**src/rtl/snn_pkg.sv**
```systemverilog
// Shared definitions for the spike input path.
//   MAX_SPIKE : maximum indices carried by one batch (matches the input interface)
//   IDX_W     : width of one spike index
//   CNT_W     : width of a spike count
//   fetch_state_e : state encoding of the spike fetch controller
package snn_pkg;

  localparam int MAX_SPIKE = 128;
  localparam int IDX_W     = 14;
  localparam int CNT_W     = 8;

  typedef enum logic [1:0] {
    IDLE     = 2'd0,
    DISPATCH = 2'd1,
    DONE     = 2'd2
  } fetch_state_e;

endpackage

```
**src/rtl/spike_index_mux.sv**
```systemverilog
// MAX_SPIKE:1 read mux over the flat index bus held by the input interface.
//   index_flat : MAX_SPIKE entries of IDX_W bits, entry k at [k*IDX_W +: IDX_W]
//   sel        : entry to read
//   index_out  : selected entry
module spike_index_mux #(
  parameter int MAX_SPIKE = 128,
  parameter int IDX_W     = 14,
  parameter int SEL_W     = $clog2(MAX_SPIKE)
) (
  input  logic [IDX_W*MAX_SPIKE-1:0] index_flat,
  input  logic [SEL_W-1:0]           sel,
  output logic [IDX_W-1:0]           index_out
);

  always_comb begin
    index_out = index_flat[int'(sel)*IDX_W +: IDX_W];
  end

endmodule

```
**src/rtl/spike_fetch_ctrl.sv**
```systemverilog
// Sequencer between the input spike interface and the synapse/neuron core.
// Accepts one held batch, streams its indices one per valid/ready handshake,
// then pulses fetch_done so the interface can re-arm.
//   clk, rst_n     : clock (rising edge), synchronous active-low reset
//   batch_valid    : interface holds a new batch
//   batch_ack      : one-cycle pulse, batch accepted
//   num_spike_in   : spike count of the held batch (clamped to MAX_SPIKE)
//   index_in_flat  : held indices, entry k at [k*IDX_W +: IDX_W]
//   flush          : abort the current batch
//   spike_valid/spike_index/spike_ready/spike_last : stream to the core
//   fetch_done     : one-cycle pulse, batch finished (or flushed)
//   busy           : controller not idle
//   dispatched_cnt : spikes accepted in the current/last batch
module spike_fetch_ctrl
  import snn_pkg::*;
#(
  parameter int MAX_SPIKE = snn_pkg::MAX_SPIKE,
  parameter int IDX_W     = snn_pkg::IDX_W,
  parameter int CNT_W     = snn_pkg::CNT_W
) (
  input  logic                       clk,
  input  logic                       rst_n,
  input  logic                       batch_valid,
  output logic                       batch_ack,
  input  logic [CNT_W-1:0]           num_spike_in,
  input  logic [IDX_W*MAX_SPIKE-1:0] index_in_flat,
  input  logic                       flush,
  output logic                       spike_valid,
  output logic [IDX_W-1:0]           spike_index,
  input  logic                       spike_ready,
  output logic                       spike_last,
  output logic                       fetch_done,
  output logic                       busy,
  output logic [CNT_W-1:0]           dispatched_cnt
);

  localparam int PTR_W = $clog2(MAX_SPIKE) + 1;
  localparam int SEL_W = $clog2(MAX_SPIKE);

  fetch_state_e     state_q, state_d;
  logic [PTR_W-1:0] ptr_q, ptr_d;
  logic [PTR_W-1:0] cnt_lat_q, cnt_lat_d;
  logic [CNT_W-1:0] dispatched_cnt_q, dispatched_cnt_d;

  logic [PTR_W-1:0] cnt_clamped;
  logic [IDX_W-1:0] mux_index;
  logic             at_last;

  // ptr only reaches MAX_SPIKE after the final transfer, when the state has
  // already left DISPATCH, so the low bits are enough to address the bus.
  spike_index_mux #(
    .MAX_SPIKE (MAX_SPIKE),
    .IDX_W     (IDX_W),
    .SEL_W     (SEL_W)
  ) u_index_mux (
    .index_flat (index_in_flat),
    .sel        (ptr_q[SEL_W-1:0]),
    .index_out  (mux_index)
  );

  always_comb begin
    if (int'(num_spike_in) > MAX_SPIKE) begin
      cnt_clamped = PTR_W'(MAX_SPIKE);
    end else begin
      cnt_clamped = PTR_W'(num_spike_in);
    end
  end

  assign at_last = (ptr_q + PTR_W'(1)) == cnt_lat_q;

  // NOTE: every signal written here gets a default first, so no path leaves
  // one unassigned and no latch is inferred.
  always_comb begin
    state_d          = state_q;
    ptr_d            = ptr_q;
    cnt_lat_d        = cnt_lat_q;
    dispatched_cnt_d = dispatched_cnt_q;
    batch_ack        = 1'b0;
    spike_valid      = 1'b0;
    spike_index      = '0;
    spike_last       = 1'b0;
    fetch_done       = 1'b0;

    unique case (state_q)
      IDLE: begin
        if (batch_valid && !flush) begin
          batch_ack        = 1'b1;
          cnt_lat_d        = cnt_clamped;
          ptr_d            = '0;
          dispatched_cnt_d = '0;
          state_d          = (cnt_clamped == '0) ? DONE : DISPATCH;
        end
      end
      DISPATCH: begin
        spike_valid = 1'b1;
        spike_index = mux_index;
        spike_last  = at_last;
        // Flush wins over a same-cycle handshake: that spike is not counted.
        if (flush) begin
          state_d = DONE;
        end else if (spike_ready) begin
          ptr_d            = ptr_q + PTR_W'(1);
          dispatched_cnt_d = dispatched_cnt_q + CNT_W'(1);
          if (at_last) begin
            state_d = DONE;
          end
        end
      end
      DONE: begin
        fetch_done = 1'b1;
        state_d    = IDLE;
      end
      default: begin
        state_d = IDLE;
      end
    endcase
  end

  assign busy           = (state_q != IDLE);
  assign dispatched_cnt = dispatched_cnt_q;

  // NOTE: state registers use non-blocking assignments so every flop samples
  // the pre-edge values of the others.
  always_ff @(posedge clk) begin
    if (!rst_n) begin
      state_q          <= IDLE;
      ptr_q            <= '0;
      cnt_lat_q        <= '0;
      dispatched_cnt_q <= '0;
    end else begin
      state_q          <= state_d;
      ptr_q            <= ptr_d;
      cnt_lat_q        <= cnt_lat_d;
      dispatched_cnt_q <= dispatched_cnt_d;
    end
  end

endmodule

```
**config.mk**
```make
export PLATFORM = sky130hd
export DESIGN_NAME = spike_fetch_ctrl
export DESIGN_NICKNAME = d
export VERILOG_FILES = /design/src/rtl/snn_pkg.sv /design/src/rtl/spike_index_mux.sv /design/src/rtl/spike_fetch_ctrl.sv
export SDC_FILE = /design/constraint.sdc
export NUM_CORES = 1
export LEC_CHECK = 0
export CORE_AREA = 2 2 705 707
export CTS_BUF_LIST = sky130_fd_sc_hd__clkbuf_8
export DETAILED_ROUTE_END_ITERATION = 7
export DIE_AREA = 0 0 707 709
export GPL_TIMING_DRIVEN = 0
export PLACE_DENSITY = 0.3
export SYNTH_ARGS = -nofsm -noshare
export SYNTH_HDL_FRONTEND = slang
export SYNTH_HIERARCHICAL = 1
export SYNTH_SLANG_ARGS = --single-unit
export TNS_END_PERCENT = 5
```
**constraint.sdc**
```tcl
create_clock -name clk -period 4.6 [get_ports clk]
set_clock_uncertainty 0.05 [all_clocks]
set_input_delay 0.46 -clock clk [delete_from_list [all_inputs] [get_ports clk]]
set_output_delay 0.46 -clock clk [all_outputs]
set_load 0.01 [all_outputs]
```
==> flow_summary.yaml <==
outcome:
  status: "finished with violations"
  violations: "negative setup slack"
sta:
  fin_crit_ns: 4.73
  slew_headroom: 0.121
  holdWs_ns: 0.438
  max_clock_freq_ghz: 0.212
  post-route-period-util: 1.03
  setup_tns_ns: -0.510
  finalSetupViolCount: 7
  layout_setup_ws_ns: -0.126
  hold_violations: 0
  slew_viol_final: 0
  tightest_slew_ns: 1.32
  rsz0062_at_grt: "true"
clock_tree:
  cts_max_level: 1
  root_buffer: "clkbuf_8"
  clkSinkCount: 26
  clock_path_buffers: 2
  cts_tree: "done"
  clock_latency_ns: 0.28
  cts.reportedPaths.clkPinSlew_ns: 0.10
  cts_buffers: 3
worst_setup_path:
  crit_fanout: 10
  cp-end-kind: "output pin"
  cp_slowest_stage_delay_ns: 0.71
  worst_path_most_repeated_cell: "mux4_2"
  startpoint_type: "register"
  path_class: "register to output pin"
  path_cells: "buf_16, bufbuf_16, buf_16, mux4_2, mux4_2, mux4_2, mux2_4, and2_1, buf_2"
  cp_top_family: "multiplexers"
  crit_arrival_ns: 4.22
  path_buf_inv: 4
  critPathRequiredTime_ns: 4.09
  slowest_stage: "mux4_2"
yosys:
  synthTopCellsByArea: "mux4_2 (86%), dfxtp_1 (3.4%), clkbuf_1 (1.6%), buf_2 (1.4%), mux2_2 (1.1%)"
  ys_ff_latch: 26
  synthesis.area_um2: 15500
  synthFlopType: "dfxtp_1"
  synth_largest_area_cell: "mux4_2"
  ys_seq_area_frac: 0.0336
  synthCells: 913
  syn-num-nets: 2720
  async_flop_share: 0
  yosys_warnings: 6
  synth_cell_types: 46
  synth_edf_count: 0
  synth_top_area_frac: 0.856
  avgSynthCellArea_um2: 17.0
cells_and_area:
  syn_to_final_growth_pct: 186
  fillers: 56645
  final_common_cell: "clkdlybuf4s50_1"
  fin_nets: 4613
  stdcell_area_um2: 44200
  drive_gt1_frac: 0.290
  final_cell_mix: "clkdlybuf4s50_1 (1817), mux4_2 (588), buf_12 (39), buf_4 (37), dfxtp_1 (24)"
route:
  vias: 22885
  wirelength_um: 389000
  wire_per_inst_um: 41.4
  drc_errors: 0
  first_pass_iters: 5
  postRouteAntennaNets: 0
  drt_iter0_drc: 1636
  vias_per_cell: 2.43
global_routing:
  first_global_vias: 23282
  grt_remaining_overflow: 0
  track_usage: 0.149
  grt_pass1_wl_um: 439000
  antenna_found_initial: 481
  grt_max_degree: 15
power:
  p_leak_nw: 12.1
  p_per_area_nw_per_um2: 78.6
  peakVddDrop_mv: 0.102
floorplanning:
  core.rowCount: 258
  die_x_um: 707
  io_pins: 1832
  core_um2: 493000
  initial_core_util: 0.0314
  die_area_um2: 501000
  die_h_um: 709
worst_hold_path:
  hold_path.class: "register to register"
place:
  placed_area_um2: 42400
  port-buffer-count: 1831
  dp_hpwl_um: 366000
  gp_congestion: 0.948
run:
  drv_cap: 0
## cell usage after synthesis (2+ instances only)
cell type	number
mux4_2	588
clkbuf_1	65
buf_2	43
dfxtp_1	26
buf_1	25
nand2_1	16
and2_1	15
mux2_2	15
nor2_1	12
nor2b_1	9
a21oi_1	8
xnor2_1	8
a22o_1	7
nand3_1	7
nor3_1	6
xor2_1	6
buf_6	5
o21ai_0	5
a21boi_0	4
a211oi_1	3
and3_1	3
buf_4	3
nand4_1	3
nor3b_1	3
o21a_1	3
ha_1	2
o41ai_1	2
or3_1	2
or4_1	2
## worst register-to-register path: stages (launching register included)
cell,delay (ns)
dfxtp_1,1.19
nand3_2,0.23
xnor2_1,0.23
a2111o_1,0.40
o41a_1,0.38
## routing by layer
layer,track usage,vias up,share of wire
met5,0,-,0.0020
met4,0.0138,114,0.016
met3,0.0425,628,0.082
met2,0.265,2032,0.50
met1,0.182,11683,0.40
li1,-,8428,-
## flip-flops by register name, summed over array words and instances, names as in the netlist
name            cells
dispatched_cnt      8
ptr_q               8
cnt_lat_q           8
state_q             2
## final cells by class
class | count | area (um^2) | area share
multi-input cells | 745 | 14400 | 0.325
flip-flops and latches | 26 | 528 | 0.0119
clock buffers | 4 | 55.1 | 0.00125
inverters | 1 | 3.75 | 0.0000849
repair buffers | 1891 | 19300 | 0.436
plain buffers | 138 | 1570 | 0.0354
well taps | 6500 | 8130 | 0.184
diodes | 100 | 250 | 0.00566
## power breakdown
part / total (W) / switching [W] / internal [W]
Combinational: 0.00309 / 0.00121 / 0.00188
Clock: 0.000156 / 0.0000789 / 0.0000767
Sequential: 0.000231 / 0.00000382 / 0.000227
Total: 0.00347 / 0.00129 / 0.00218
## what timing repair did
action	in CTS	in global routing
buffers inserted	38	3
cloned	4	0
gates resized for setup	342	32
setup endpoints to repair	14	14
hold buffers	0	0
pin swaps	0	0
## logic make-up after synthesis
logic type | after synthesis | synth area share
multiplexers | 603 | 0.866
buffers and inverters | 142 | 0.0411
AND/OR/NAND/NOR | 87 | 0.0311
AO/OA/AOI/OAI | 39 | 0.0182
flip-flops | 26 | 0.0336
XOR/XNOR | 14 | 0.00792
adder cells (fa/ha/maj) | 2 | 0.00162
## final timing paths
kind	from	endpoint	slack (ns)	depth (start not counted)
max	ptr_q[0]	spike_index[10]	-0.13	9
min	cnt_lat_q[6]	cnt_lat_q[6]	0.44	2
max reg2reg	ptr_q[5]	state_q[0]	2.01	4
min reg2reg	cnt_lat_q[6]	cnt_lat_q[6]	0.44	2
## metrics by stage
stage	total power, W	cells	worst slack [ns]	utilization
2_1_floorplan	0.000815	913	1.05	-
3_3_place_gp	0.00331	9244	-4.83	0.0851
3_5_place_dp	0.00332	9260	-2.34	0.0859
4_1_cts	0.00356	9305	-0.264	0.0890
5_1_grt	0.00361	9335	-0.149	0.0893
6_report	0.00347	9405	-0.126	0.0897
(Power assumes the default switching activity.)
==> RTL change 1 (same flow settings) <==
Reset style: asynchronous (`rst_n`), changed in one clocked block. Comments in the files are not updated.
--- a/src/rtl/spike_fetch_ctrl.sv
+++ b/src/rtl/spike_fetch_ctrl.sv
@@ -121,7 +121,7 @@
 
   // NOTE: state registers use non-blocking assignments so every flop samples
   // the pre-edge values of the others.
-  always_ff @(posedge clk) begin
+  always_ff @(posedge clk or negedge rst_n) begin
     if (!rst_n) begin
       state_q          <= IDLE;
       ptr_q            <= '0;
Formal check against the unedited RTL: not equivalent (a bounded check fails within 4 cycles, from zero or initial values and one cycle with rst_n low; the reset may be asserted at any time).
==> RTL change 1 against the original RTL <==
  * The flow still finishes with violations (negative setup slack)
  * Final area down 0.19%
  * Count of clock-buffer cells in the layout unchanged
  * Global-route usage up 0.24 points
  * Sequential cell count unchanged
  * Final cell count down 0.24%
  * Setup slack worse by 220 ps
  * Area after synthesis up 0.53%
  * Via count down 0.55%
  * Routed wire length up 1.3%
  * Hold slack worse by 300 ps
  * Critical endpoint is now spike_index[3]
Power is left out: it rests on default switching activity, and per cell area and clock period it moved more than threefold.
==> RTL change 1: results (changes against the original RTL) <==
combined area of the multi-input logic cells=14300 um^2 (was 14400 um^2); R2R cell count=6 (was 4); Worst path slowest cell=mux4_2 (unchanged); minimum clock period=4950 ps (was 4730 ps); post-placement setup slack=-2770 ps (was -2340 ps); Cell variety after synth=45 (was 46); placed wire-length estimate=369000 um (was 366000 um); Adder-Cell Fraction of Synth Area=0.161% (was 0.162%); FF-to-FF End=state_q[1]$_DFFE_PN0P_ (was state_q[0]$_SDFFE_PN0P_); status=finished with violations (unchanged); Routed WL=394000 um (was 389000 um); Seq/Total Area, Yosys=4.18% (was 3.36%); placed cells=9257 (was 9260); mux cell area share after synthesis=86.1% (was 86.6%); first-pass GRT wire length=446000 um (was 439000 um); compound-cell area share of the yosys netlist=1.58% (was 1.82%); flop-to-flop setup slack=1750 ps (was 2010 ps); setup violators final=14 (was 7); top cells by count, synth=588 x mux4_2, 64 x clkbuf_1, 43 x buf_2, 26 x dfrtp_1 (was 588 x mux4_2, 65 x clkbuf_1, 43 x buf_2, 26 x dfxtp_1, 25 x buf_1); Setup TNS=-3560 ps (was -510 ps); Critical R2R Launch=ptr_q[3]$_DFFE_PN0P_ (was ptr_q[5]$_SDFFE_PN0P_); post-synthesis xor/xnor area fraction=0.732% (was 0.792%); ys async rst share=100% (was 0%); Placed Area=42400 um^2 (about the same); Vias per Instance=2.43 (about the same); top_reg_cell synth=dfrtp_1 (was dfxtp_1); Setup crit start=ptr_q[2]$_DFFE_PN0P_ (was ptr_q[0]$_SDFFE_PN0P_); largest fanout on the critical path=9 (was 10); initial DRC count=1738 (was 1636); Fillers=56700 (was 56600); Worst Hold Class=input pin to async pin (was flop to flop); failing checks=negative setup slack (unchanged); CP delay by family, top=multiplexers (unchanged); syn nets=2718 (was 2720); Crit path arrival time=4440 ps (was 4220 ps); GPL Wtd Cong=0.894 (was 0.948); vias in the first global route=23300 (about the same); Hold WS=139 ps (was 438 ps); worst skew pair latency=310 ps (was 280 ps); largest net degree at the start of global routing=27 (was 15); Synth area leaders=mux4_2 85%, dfrtp_1 4.2%, clkbuf_1 1.5% (was mux4_2 86%, dfxtp_1 3.4%, clkbuf_1 1.6%); max_slew headroom=14.8% (was 12.1%); Worst setup endpoint=spike_index[3] (was spike_index[10]); WL/cell=42.0 um (was 41.4 um); average cell area after synthesis=17.1 um^2 (was 17.0 um^2); fraction of layout cells with a size suffix above 1=28.7% (was 29.0%); initial antenna violation count=462 (was 481); gr usage total=15.1% (was 14.9%); final setup margin=-346 ps (was -126 ps)
## RTL change 1: changes by cell type after synthesis, sizes merged, moves of 4 or more
cell,before,now
a21boi,4,0
xor2,6,10
nand2,16,25
nand2b,1,8
nor2b,9,3
a22o,7,2
xnor2,8,3
dfxtp,26,0
dfrtp,0,26
nor3,6,0
a21oi,8,4
o21ai,5,20
## RTL change 1: layer usage
layer	track usage [%]	part of all wire [%]	vias to the layer above
met1	18.7	41	11700
met4	1.50	1.7	128
met3	3.69	7.0	593
met5	0	0.21	-
li1	-	-	8373
met2	27.1	50	1921
## RTL change 1: final cells by class
class / count / area share [%]
flip-flops and latches: 26 / 1.48
diodes: 86 / 0.488
inverters: 2 / 0.0170
multi-input cells: 744 / 32.5
well taps: 6500 / 18.4
clock buffers: 4 / 0.125
plain buffers: 136 / 3.34
repair buffers: 1884 / 43.6
## RTL change 1: what timing repair did
item,4_1_cts,5_1_grt
cloned,4,0
setup buffers,26,8
gates resized for setup,335,26
setup endpoints to repair,14,14
==> RTL change 2 (same flow settings) <==
Without the edit above. `CNT_W`: 8 -> 10.
--- a/src/rtl/snn_pkg.sv
+++ b/src/rtl/snn_pkg.sv
@@ -7,7 +7,7 @@
 
   localparam int MAX_SPIKE = 128;
   localparam int IDX_W     = 14;
-  localparam int CNT_W     = 8;
+  localparam int CNT_W     = 10;
 
   typedef enum logic [1:0] {
     IDLE     = 2'd0,
Ports: changed (resized dispatched_cnt and num_spike_in); port bits go from 1832 to 1836. No check against the original RTL was run, so the function may have changed too.
==> RTL change 2 against the original RTL <==
  * The run still ends with negative setup slack left
  * Register-to-register slack better by 260 ps
  * Die area unchanged
  * Sequential cell count up 2
  * Power up 1.3%
  * Setup slack worse by 94 ps
  * Routed wire length up 0.49%
  * Sequential share of layout area up 0.077 points
  * Final area up 0.63%
  * Synthesized cell count up 1.2%
  * Area after synthesis up 0.95%
  * Critical endpoint is now spike_index[13]
  * Largest cell class unchanged
==> RTL change 2: results (changes against the original RTL) <==
syn nets=2733 (was 2720); flop-to-flop setup slack=2270 ps (was 2010 ps); R2R cell count=5 (was 4); Hold WS=483 ps (was 438 ps); max_slew headroom=8.85% (was 12.1%); initial DRC count=1441 (was 1636); VDD IR max=0.0910 mV (was 0.102 mV); Worst Hold Launch=cnt_lat_q[1]$_SDFFE_PN0P_ (was cnt_lat_q[6]$_SDFFE_PN0P_); post-layout instance count excluding filler cells=9424 (was 9405); final setup margin=-220 ps (was -126 ps); Power per Cell Area=79.1 nW/um^2 (was 78.6 nW/um^2); net count of the finished layout=4635 (was 4613); top cells by count, synth=588 x mux4_2, 63 x clkbuf_1, 43 x buf_2, 28 x dfxtp_1, 25 x buf_1 (was 588 x mux4_2, 65 x clkbuf_1, 43 x buf_2, 26 x dfxtp_1, 25 x buf_1); Sw Share=36.5% (was 37.1%); placed cells=9280 (was 9260); status=finished with violations (unchanged); Routed WL=391000 um (was 389000 um); Num CTS Buffers=3 (unchanged); worst min-delay path endpoint=cnt_lat_q[1]$_SDFFE_PN0P_ (was cnt_lat_q[6]$_SDFFE_PN0P_); vias=23000 (was 22900); Seq/Total Area, Yosys=3.59% (was 3.36%); failing checks=negative setup slack (unchanged); setup violators final=14 (was 7); GPL Wtd Cong=0.933 (was 0.948); Placed Area=42600 um^2 (was 42400 um^2); Synth Instances=924 (was 913); initial antenna violation count=473 (was 481); Synth area leaders=mux4_2 85%, dfxtp_1 3.6%, clkbuf_1 1.5% (was mux4_2 86%, dfxtp_1 3.4%, clkbuf_1 1.6%); worst hold path depth=1 (was 2); vias in the first global route=23600 (was 23300); P_leak=12.1 nW (about the same); IO buf count=1835 (was 1831); Setup TNS=-2020 ps (was -510 ps); Seq group=0.249 mW (was 0.231 mW); first-pass GRT wire length=443000 um (was 439000 um); Crit path arrival time=4310 ps (was 4220 ps); Fillers=56500 (was 56600); fraction of layout cells with a size suffix above 1=29.1% (was 29.0%); post-placement setup slack=-2400 ps (was -2340 ps); placed wire-length estimate=369000 um (was 366000 um); max FFs per register=10; Cell variety after synth=53 (was 46); largest fanout on the critical path=8 (was 10)
[RTL change 2: logic make-up (layout without fill, tap and decap cells)]
family / Yosys count / after routing / share of synthesized area (%)
other cells: 0 / 99 / 0
buf+inv: 143 / 2044 / 4.04
xor+xnor: 20 / 20 / 1.12
mux: 603 / 603 / 85.8
compound gates: 38 / 38 / 1.87
fa+ha+maj: 2 / 2 / 0.160
flops: 28 / 28 / 3.59
simple gates: 90 / 90 / 3.40
[RTL change 2: worst max path at each step]
stage                                 end  slack [ps]  cells after the start
final                     spike_index[13]        -220                      9
after global routing      spike_index[13]        -310                      9
after CTS                 spike_index[13]        -420                      9
after detailed placement   spike_index[3]       -2400                      9
after global placement     spike_index[3]       -4830                      9
after floorplan            spike_index[0]        1080                      7
[RTL change 2: routing by layer]
metal / global-route usage (%) / part of all wire [%] / up-vias
met2: 27.6 / 51 / 1965
met4: 0.802 / 1.5 / 154
met3: 4.63 / 8.5 / 686
met5: 0 / 0.26 / -
li1: - / - / 8475
met1: 17.6 / 39 / 11700
[RTL change 2: area by class of cell]
cell class                 instances  area, um^2  area share, %
timing repair buffer            1898       19500           43.8
tap                             6500        8130           18.3
clock inverter                     1        30.0         0.0675
buffer                           137        1470           3.30
antenna                           99         248          0.557
multi-input combinational        753       14500           32.6
clock buffer                       3        41.3         0.0928
sequential                        28         566           1.27
inverter                           5        18.8         0.0422
[RTL change 2: worst max-delay path, stage by stage (launching register included)]
cell	delay (ps)
dfxtp_4	390
buf_12	180
buf_16	220
buf_16	180
mux4_2	820
mux4_2	740
mux4_2	660
mux2_4	320
and2_4	150
buf_12	140
[RTL change 2: timing repair]
item / in CTS / in global routing
resized for setup: 327 / 50
pin swaps: 0 / 0
setup endpoints to repair: 14 / 14
gates cloned: 1 / 0
buffers inserted: 27 / 14
